===== src/rtl/i2c_relay_tamper_ctrl.sv =====
// i2c_relay_tamper_ctrl: relays slave-side I2C bytes to one I2C master behind a virtual pointer map
// Ports: ICE_CLK/RST_N clock and async active-low reset; SLV_* slave byte interface plus SCL stretch;
// M_* one-outstanding master command/response handshake; TRIG tamper arm; BUSY/ERR/TAMPER_CNT status.
// Define I2C_RELAY_TAMPER_EN to XOR reads at TAMPER_PTR with TAMPER_MASK while TRIG is high.
module i2c_relay_tamper_ctrl #(
  parameter int NUM_CH = 4,
  parameter logic [7*NUM_CH-1:0] PERIPH_ADDRS = {NUM_CH{7'h19}},
  parameter logic [15:0] TIMEOUT_CYCLES = 16'd50000,
  parameter logic [7:0] TAMPER_PTR = 8'h29,
  parameter logic [7:0] TAMPER_MASK = 8'hFF
) (
  input  logic       ICE_CLK,
  input  logic       RST_N,
  input  logic       SLV_START,
  input  logic       SLV_RW,
  input  logic       SLV_WR_VALID,
  input  logic [7:0] SLV_WR_DATA,
  input  logic       SLV_RD_REQ,
  output logic [7:0] SLV_RD_DATA,
  output logic       SLV_RD_VALID,
  input  logic       SLV_STOP,
  output logic       SLV_STRETCH,
  output logic       M_CMD_VALID,
  input  logic       M_CMD_READY,
  output logic [2:0] M_CMD,
  output logic [7:0] M_CMD_DATA,
  input  logic       M_RSP_VALID,
  input  logic [7:0] M_RSP_DATA,
  input  logic       M_RSP_NACK,
  input  logic       TRIG,
  output logic       BUSY,
  output logic       ERR,
  output logic [7:0] TAMPER_CNT
);
  localparam int CH_W = NUM_CH > 1 ? $clog2(NUM_CH) : 1;
  localparam logic [7:0] REG_MSK = 8'hFF >> CH_W;
  localparam logic [2:0] C_START_W = 3'd0, C_START_R = 3'd1, C_WRITE = 3'd2, C_READ_NACK = 3'd3, C_STOP = 3'd4;
  typedef enum logic [2:0] {IDLE, PTR, WR_SEQ, RD_SEQ, PRESENT, ABORT} state_t;
  state_t state_q, state_d;
  logic [7:0] ptr_q, ptr_d, wr_data_q, wr_data_d, rd_data_q, rd_data_d, cnt_q, cnt_d;
  logic [2:0] step_q, step_d, cmd;
  logic [15:0] tmo_q, tmo_d;
  logic pend_q, pend_d, rd_wait_q, rd_wait_d, loaded_q, loaded_d;
  logic discard_q, discard_d, is_rd_q, is_rd_d, err_q, err_d;
  logic [6:0] addr;
  logic [7:0] ptr_inc, reg_byte, cmd_data;
  logic last, tamper, fault, in_seq;
  // Channel bits select the peripheral; the register field wraps without carrying into them.
  always_comb begin
    addr = PERIPH_ADDRS[6:0];
    for (int i = 0; i < NUM_CH; i++)
      if (ptr_q[7 -: CH_W] == CH_W'(i)) addr = PERIPH_ADDRS[7*i +: 7];
  end
  assign reg_byte = ptr_q & REG_MSK;
  assign ptr_inc = (ptr_q & ~REG_MSK) | ((ptr_q + 8'd1) & REG_MSK);
  assign last = step_q == (is_rd_q ? 3'd4 : 3'd3);
  assign in_seq = state_q == WR_SEQ || state_q == RD_SEQ;
`ifdef I2C_RELAY_TAMPER_EN
  assign tamper = TRIG && ptr_q == TAMPER_PTR;
`else
  logic unused_tamper;
  assign tamper = 1'b0;
  assign unused_tamper = ^{TRIG, TAMPER_PTR};
`endif
  always_comb begin
    cmd = C_STOP;
    cmd_data = 8'h00;
    if (in_seq)
      case (step_q)
        3'd0: begin cmd = C_START_W; cmd_data = {addr, 1'b0}; end
        3'd1: begin cmd = C_WRITE; cmd_data = reg_byte; end
        3'd2: begin cmd = is_rd_q ? C_START_R : C_WRITE; cmd_data = is_rd_q ? {addr, 1'b1} : wr_data_q; end
        3'd3: cmd = is_rd_q ? C_READ_NACK : C_STOP;
        default: cmd = C_STOP;
      endcase
  end
  always_comb begin
    state_d = state_q;
    ptr_d = ptr_q;
    wr_data_d = wr_data_q;
    rd_data_d = rd_data_q;
    cnt_d = cnt_q;
    step_d = step_q;
    pend_d = pend_q;
    rd_wait_d = rd_wait_q;
    loaded_d = loaded_q;
    discard_d = discard_q;
    is_rd_d = is_rd_q;
    err_d = err_q;
    fault = 1'b0;
    tmo_d = (in_seq || state_q == ABORT) ? tmo_q + 16'd1 : 16'd0;
    case (state_q)
      IDLE:
        if (SLV_START && !SLV_RW) begin
          state_d = PTR;
          loaded_d = 1'b0;
          rd_wait_d = 1'b0;
        end else if (SLV_START) rd_wait_d = 1'b1;
        else if (SLV_STOP) rd_wait_d = 1'b0;
        else if (SLV_RD_REQ && rd_wait_q) begin
          state_d = RD_SEQ;
          is_rd_d = 1'b1;
          discard_d = 1'b0;
          step_d = 3'd0;
          pend_d = 1'b1;
          tmo_d = 16'd0;
          rd_wait_d = 1'b0;
        end
      PTR:
        if (SLV_STOP) state_d = IDLE;
        else if (SLV_WR_VALID && !loaded_q) begin
          ptr_d = SLV_WR_DATA;
          loaded_d = 1'b1;
        end else if (SLV_WR_VALID) begin
          state_d = WR_SEQ;
          wr_data_d = SLV_WR_DATA;
          is_rd_d = 1'b0;
          discard_d = 1'b0;
          step_d = 3'd0;
          pend_d = 1'b1;
          tmo_d = 16'd0;
        end
      WR_SEQ, RD_SEQ: begin
        // A STOP mid-sequence lets the sequence finish but drops its result.
        discard_d = discard_q | SLV_STOP;
        if (pend_q && M_CMD_READY) pend_d = 1'b0;
        else if (!pend_q && M_RSP_VALID && M_RSP_NACK) fault = 1'b1;
        else if (!pend_q && M_RSP_VALID) begin
          tmo_d = 16'd0;
          if (is_rd_q && step_q == 3'd3) begin
            rd_data_d = M_RSP_DATA ^ (tamper ? TAMPER_MASK : 8'h00);
            cnt_d = (tamper && cnt_q != 8'hFF) ? cnt_q + 8'd1 : cnt_q;
          end
          if (last) begin
            ptr_d = is_rd_q ? ptr_q : ptr_inc;
            state_d = discard_d ? IDLE : is_rd_q ? PRESENT : PTR;
          end else begin
            step_d = step_q + 3'd1;
            pend_d = 1'b1;
          end
        end else if (tmo_q >= TIMEOUT_CYCLES) fault = 1'b1;
      end
      ABORT: begin
        discard_d = discard_q | SLV_STOP;
        if (pend_q && M_CMD_READY) pend_d = 1'b0;
        else if ((!pend_q && M_RSP_VALID) || tmo_q >= TIMEOUT_CYCLES) begin
          pend_d = 1'b0;
          rd_data_d = 8'hFF;
          state_d = (is_rd_q && !discard_d) ? PRESENT : IDLE;
        end
      end
      PRESENT: begin
        state_d = IDLE;
        ptr_d = ptr_inc;
        rd_wait_d = !SLV_STOP;
      end
      default: state_d = IDLE;
    endcase
    if (fault) begin
      state_d = ABORT;
      pend_d = 1'b1;
      tmo_d = 16'd0;
      err_d = 1'b1;
    end
  end
  always_ff @(posedge ICE_CLK or negedge RST_N)
    if (!RST_N) begin
      state_q <= IDLE;
      ptr_q <= 8'h00;
      wr_data_q <= 8'h00;
      rd_data_q <= 8'h00;
      cnt_q <= 8'h00;
      step_q <= 3'd0;
      tmo_q <= 16'd0;
      pend_q <= 1'b0;
      rd_wait_q <= 1'b0;
      loaded_q <= 1'b0;
      discard_q <= 1'b0;
      is_rd_q <= 1'b0;
      err_q <= 1'b0;
    end else begin
      state_q <= state_d;
      ptr_q <= ptr_d;
      wr_data_q <= wr_data_d;
      rd_data_q <= rd_data_d;
      cnt_q <= cnt_d;
      step_q <= step_d;
      tmo_q <= tmo_d;
      pend_q <= pend_d;
      rd_wait_q <= rd_wait_d;
      loaded_q <= loaded_d;
      discard_q <= discard_d;
      is_rd_q <= is_rd_d;
      err_q <= err_d;
    end
  assign M_CMD_VALID = pend_q;
  assign M_CMD = pend_q ? cmd : 3'd0;
  assign M_CMD_DATA = pend_q ? cmd_data : 8'h00;
  assign SLV_RD_VALID = state_q == PRESENT;
  assign SLV_RD_DATA = SLV_RD_VALID ? rd_data_q : 8'h00;
  assign SLV_STRETCH = in_seq || state_q == ABORT;
  assign BUSY = state_q != IDLE;
  assign ERR = err_q;
  assign TAMPER_CNT = cnt_q;
endmodule


===== config.mk =====
export PLATFORM = sky130hd
export DESIGN_NAME = i2c_relay_tamper_ctrl
export DESIGN_NICKNAME = d
export VERILOG_FILES = /design/src/rtl/i2c_relay_tamper_ctrl.sv
export SDC_FILE = /design/constraint.sdc
export NUM_CORES = 1
export LEC_CHECK = 0
export BUFFER_PORTS_ARGS = -buffer_cell sky130_fd_sc_hd__buf_2
export CAP_MARGIN = 5
export CORE_MARGIN = 2
export CORE_UTILIZATION = 45
export CTS_CLUSTER_SIZE = 16
export DETAILED_ROUTE_END_ITERATION = 12
export PLACE_DENSITY = 0.65
export SLEW_MARGIN = 30
export SYNTH_ARGS = -nofsm -noshare
export SYNTH_HDL_FRONTEND = slang
export SYNTH_SLANG_ARGS = --single-unit
export TNS_END_PERCENT = 50

===== constraint.sdc =====
create_clock -name ICE_CLK -period 3.9 [get_ports ICE_CLK]
set_input_delay 0.39 -clock ICE_CLK [delete_from_list [all_inputs] [get_ports ICE_CLK]]
set_output_delay 0.39 -clock ICE_CLK [all_outputs]
set_load 0.05 [all_outputs]

Yosys cells after proc, flatten, opt, wreduce, memory -nomap -nowiden:

Cells that the tools add are included.

* magnitude comparators: 1
* equal/unequal tests: 50
* $add $sub $neg: 3
* bitwise operators: 4
* reductions and logical operators: 38
* muxes and demuxes: 106

Operator list (number)
* 16-bit 2-to-1 mux: 12
* 8-bit 2-to-1 mux: 17
* 3-bit 2-to-1 mux: 32
* 16-bit one-hot mux with 3 select lines: 1
* 8-bit one-hot mux with 3 select lines: 2
* 3-bit != test, second input constant: 13
* 2-bit != test, second input constant: 18
* 4-bit != test, second input constant: 9
* 1-bit 2-to-1 mux: 32
* 3-bit one-hot mux with 4 select lines: 2
* 12-bit AND reduction: 2
* 8-bit AND reduction: 3
* 16-bit by 1-bit adder with 16-bit output, second input constant: 1
* 16-bit greater-or-equal comparator, second input constant: 1
* 8-bit one-hot mux with 2 select lines: 1
* 3-bit by 2-bit == test with 1-bit output, second input constant: 4
* 3-bit nonzero test: 4
* 11-bit AND reduction: 1
* 3-bit one-hot mux with 3 select lines: 1
* 1-bit logical AND: 8
* 8-bit by 6-bit OR with 8-bit output: 1
* 4-bit AND reduction: 2
* 7-bit AND reduction: 1
* 6-bit by 1-bit adder with 6-bit output, second input constant: 1
* other kinds (19): 33

* input port bits: 27
* output and inout bits: 32
* register bits: 52
* logic and storage cells: 214

Depth between registers and ports, before layout:

* depth after elaboration: 10
* mapped depth: 8
* depth with buffers taken out: 6

Worst setup path after synthesis:

OpenSTA, ideal clock, no wires.

* path type: register to output
* from: register state_q[2]
* to: output M_CMD_DATA[0]
* required time: 3.510 ns
* path buffers: 3
* cell stages (with the launch flop): 8
* setup slack: 1.331 ns
* arrival: 2.179 ns
* path through: dfrtp_1 buf_6 and2b_1 buf_2 nand2_1 or3_1 clkbuf_1 a21oi_1

* cells in the longest elaborated chain, start to end: 4
* elaborated cells on any way between the ends: 5
* classes of those cells: eq/ne (2); mux (2); reduce/logical (1)

Ends and longest elaborated chain
* start, declared: RTL line 39 `state_t state_q, state_d;`
* start signal, assigned: RTL line 182 `state_q <= state_d;`
* 3-bit by 2-bit == test with 1-bit output: RTL line 57 `assign in_seq = state_q == WR_SEQ || state_q == RD_SEQ;`
* 1-bit logical OR (*): RTL line 57
* 8-bit 2-to-1 mux (*): RTL line 68 `if (in_seq)`
* 8-bit 2-to-1 mux (*): RTL line 198 `assign M_CMD_DATA = pend_q ? cmd_data : 8'h00;`
* end, declared: RTL line 26 `output logic [7:0] M_CMD_DATA,`

Mark *: on every way between the ends. The rest lies on a longest branch, timed or not.

Final worst setup path:

* from: register state_q[1]
* to: output M_CMD_DATA[1]

The elaborated chain is that of the path after synthesis.

==> flow_summary_export.csv <==
group,metric,value,unit
yosys,synth_edf_count,0,
yosys,synth_cell_type_count,63,
min_path,min_path_type,"in2reg",
run,maxCapViolations,0,
route,ant_nets,0,
layout,layout.nets,392,
yosys,syn-instance-count,311,
clocking,root_buffer,"clkbuf_8",
route,wl_met2,3020,um
clocking,cts_tree,"built",
floorplan,die_area,7252,um2
worst_setup_path,r2r_start,"state_q[1]",
route,num_vias,2399,
global_route,overflow,0,
worst_setup_path,cp_top_family,"simple AND/OR/NAND/NOR gates",
sta,fin_crit,2.892,ns
worst_setup_path,cp_num_buf_inv,1,
floorplan,die_y,85.16,um
layout,layout.cells.non_filler,435,
sta,fin_crit_sh,0.7415,
yosys,ys_top_cells_by_area,"dfrtp_1, nor2_1, ha_1",
clocking,ctsResizeCount,0,
clocking,cts.sinks,50,
worst_setup_path,slowest_delay,0.55,ns
yosys,synth.top_cell.area_share,0.4221,
route,avgRoutedWirePerCell,14.75,um
sta,rsz0062_at_grt,"no",
global_route,grt_pass1_wl,10830,um
sta,hold_viol_final,0,
sta,slew_viol_final,0,
route,dr.max_layer_used,"met4",
sta,clock_skew,0.007028,ns
yosys,yosys_register_bits,50,
yosys,avgSynthCellArea,9.531,um2
floorplan,ios,59,
yosys,ys_seq_area_frac,0.4221,
sta,setup_tns,0,ns
route,drt_iter0_drc,113,
yosys,synthesis.area,2964,um2
sta,fmax,0.3458,GHz
route,drc,0,
route,via_per_inst,5.515,
layout,area_growth,12.66,%
yosys,yosys.area.top_type,"dfrtp_1",
yosys,ys.flop_type,"dfrtp_1",
placement,portBuffers,49,
sta,finalSetupViolations,0,
global_route,grt_pass1_vias,2273,
worst_setup_path,cp_slowest_cell,"and2b_1",
worst_setup_path,path_class,"reg2out",
floorplan,coreArea,6350,um2
yosys,async_reset_ff_frac,1.000,
route,wl_met3,361,um
global_route,track_usage,0.1853,
clocking,cts_hold_buf,1,
route,drtPass1Iterations,4,
power_and_ir_drop,vdd.ir_drop.worst,450.5,uV
global_route,grt_max_degree,36,
yosys,ys_top_cells_by_count,"dfrtp_1, nor2_1, a21oi_1, nand2_1, inv_1",
worst_setup_path,cp.required,3.51,ns
clocking,clk_latency,0.30,ns
global_route,antenna_found_initial,0,
clocking,cts_inserted_buffers,5,
clocking,path_clk_slew,0.09,ns
status,status,"finished, final reports clean",
worst_setup_path,crit_start,"state_q[1]",
worst_setup_path,crit_path_cell_trace,"and2b_1, nand2_1, or3_1, a21oi_1, buf_2",
clocking,postCtsSetupBuffers,0,
worst_setup_path,crit_arrival,2.50,ns
floorplan,std_cell_rows,29,
worst_setup_path,crit_fanout,17,
route,route.final.wire_length,6418,um
layout,fill_cells,604,
yosys,yosysMostFrequentCell,"dfrtp_1",
floorplan,initial_core_util,0.4668,
placement,dpl.hpwl,4739,um
clocking,htree_levels,2,
layout,n_antenna_cell,0,
layout,drive_gt1_frac,0.2151,
sta,relSlewSlack,0.5103,
placement,dp.cells,426,
power_and_ir_drop,power.density,758.3,nW/um2
sta,tightestPinTransition,0.7330,ns
clocking,cts_max_path_buffers,2,
yosys,ys_warn_count,0,
route,wl_met1,2989,um
worst_setup_path,worstSetupStartpointType,"flop",
floorplan,dieWidth,85.16,um
placement,place.gp.congestion,0.8165,
min_path,hp-start,"M_RSP_DATA[4]",
worst_setup_path,cp-end-kind,"primary output",
power_and_ir_drop,leakage,1.501,nW
where the power goes:
part	internal [mW]	switching, mW
registers	0.691	0.182
logic	0.474	0.825
clock network	0.189	0.171
total	1.35	1.18
area by class of cell:
| class | instances | area [um2] | share of cell area |
|---|---|---|---|
| multi-input cells | 232 | 1553 | 0.4650 |
| flip-flops and latches | 50 | 1251 | 0.3747 |
| repair buffers | 52 | 270.3 | 0.08093 |
| well taps | 77 | 96.34 | 0.02885 |
| clock buffers | 5 | 68.82 | 0.02061 |
| inverters | 16 | 60.06 | 0.01798 |
| clock inverters | 3 | 40.04 | 0.01199 |
cell families after synthesis:
kind of cell | count (synthesis) | share of synthesized area
multiplexers | 14 | 0.05108
AO/OA/AOI/OAI | 80 | 0.1938
buffers and inverters | 36 | 0.06290
flip-flops | 50 | 0.4221
AND/OR/NAND/NOR | 108 | 0.1938
adder cells (fa/ha/maj) | 8 | 0.03377
other | 1 | 0.001265
XOR/XNOR | 14 | 0.04137
cell usage in the layout, fill, tap and decap left out, types with 3 or more instances in the layout:
cell type / instances
mux2_2: 8
nor2_1: 33
dfrtp_1: 50
and2_1: 12
o21ai_0: 12
clkbuf_8: 5
nor3b_1: 3
o21a_1: 3
a21oi_1: 19
nand3_1: 8
nor3_1: 3
xnor2_1: 7
xor2_1: 7
nand2_1: 19
buf_2: 49
conb_1: 8
o22a_1: 9
a211oi_1: 4
ha_1: 8
nor2b_1: 4
inv_1: 16
mux2i_1: 5
nand4_1: 3
a311oi_1: 3
o22ai_1: 3
nand2b_1: 3
stage by stage:
step | hold WS (ns) | total power [mW] | instance area (um2) | setup WS, ns | util
6_report | 0.3163 | 2.532 | 3339 | 1.008 | 0.5259
5_1_grt | 0.3013 | 2.733 | 3339 | 0.7821 | 0.5259
4_1_cts | 0.3048 | 2.548 | 3339 | 1.008 | 0.5259
3_5_place_dp | 0.3287 | 2.183 | 3221 | 1.362 | 0.5072
3_3_place_gp | 0.3280 | 2.160 | 3221 | 1.356 | 0.5072
2_1_floorplan | 0.09441 | 1.909 | 2990 | 1.331 | -
worst paths after layout:
kind,end,slack (ns),cells past startpoint
worst min-delay path,rd_data_q[4],0.32,2
worst max register to register,tmo_q[3],1.40,5
max in group asynchronous,tmo_q[4],2.60,3
min in group asynchronous,ptr_q[5],0.53,2
worst max-delay path,M_CMD_DATA[1],1.01,5
worst min register to register,ERR,0.49,1
layer usage:
metal | vias up | GRT usage
met3 | 5 | 0.03210
li1 | 1188 | -
met2 | 67 | 0.3018
met5 | - | 0
met4 | 0 | 0.04329
met1 | 1139 | 0.2592
state kept, by name, indices dropped and copies added (netlist names), 3 cells and up:
register,cells
rd_data_q,8
ptr_q,6
tmo_q,16
wr_data_q,8
state_q,3
step_q,3
Power figures use the tool's default switching activity.
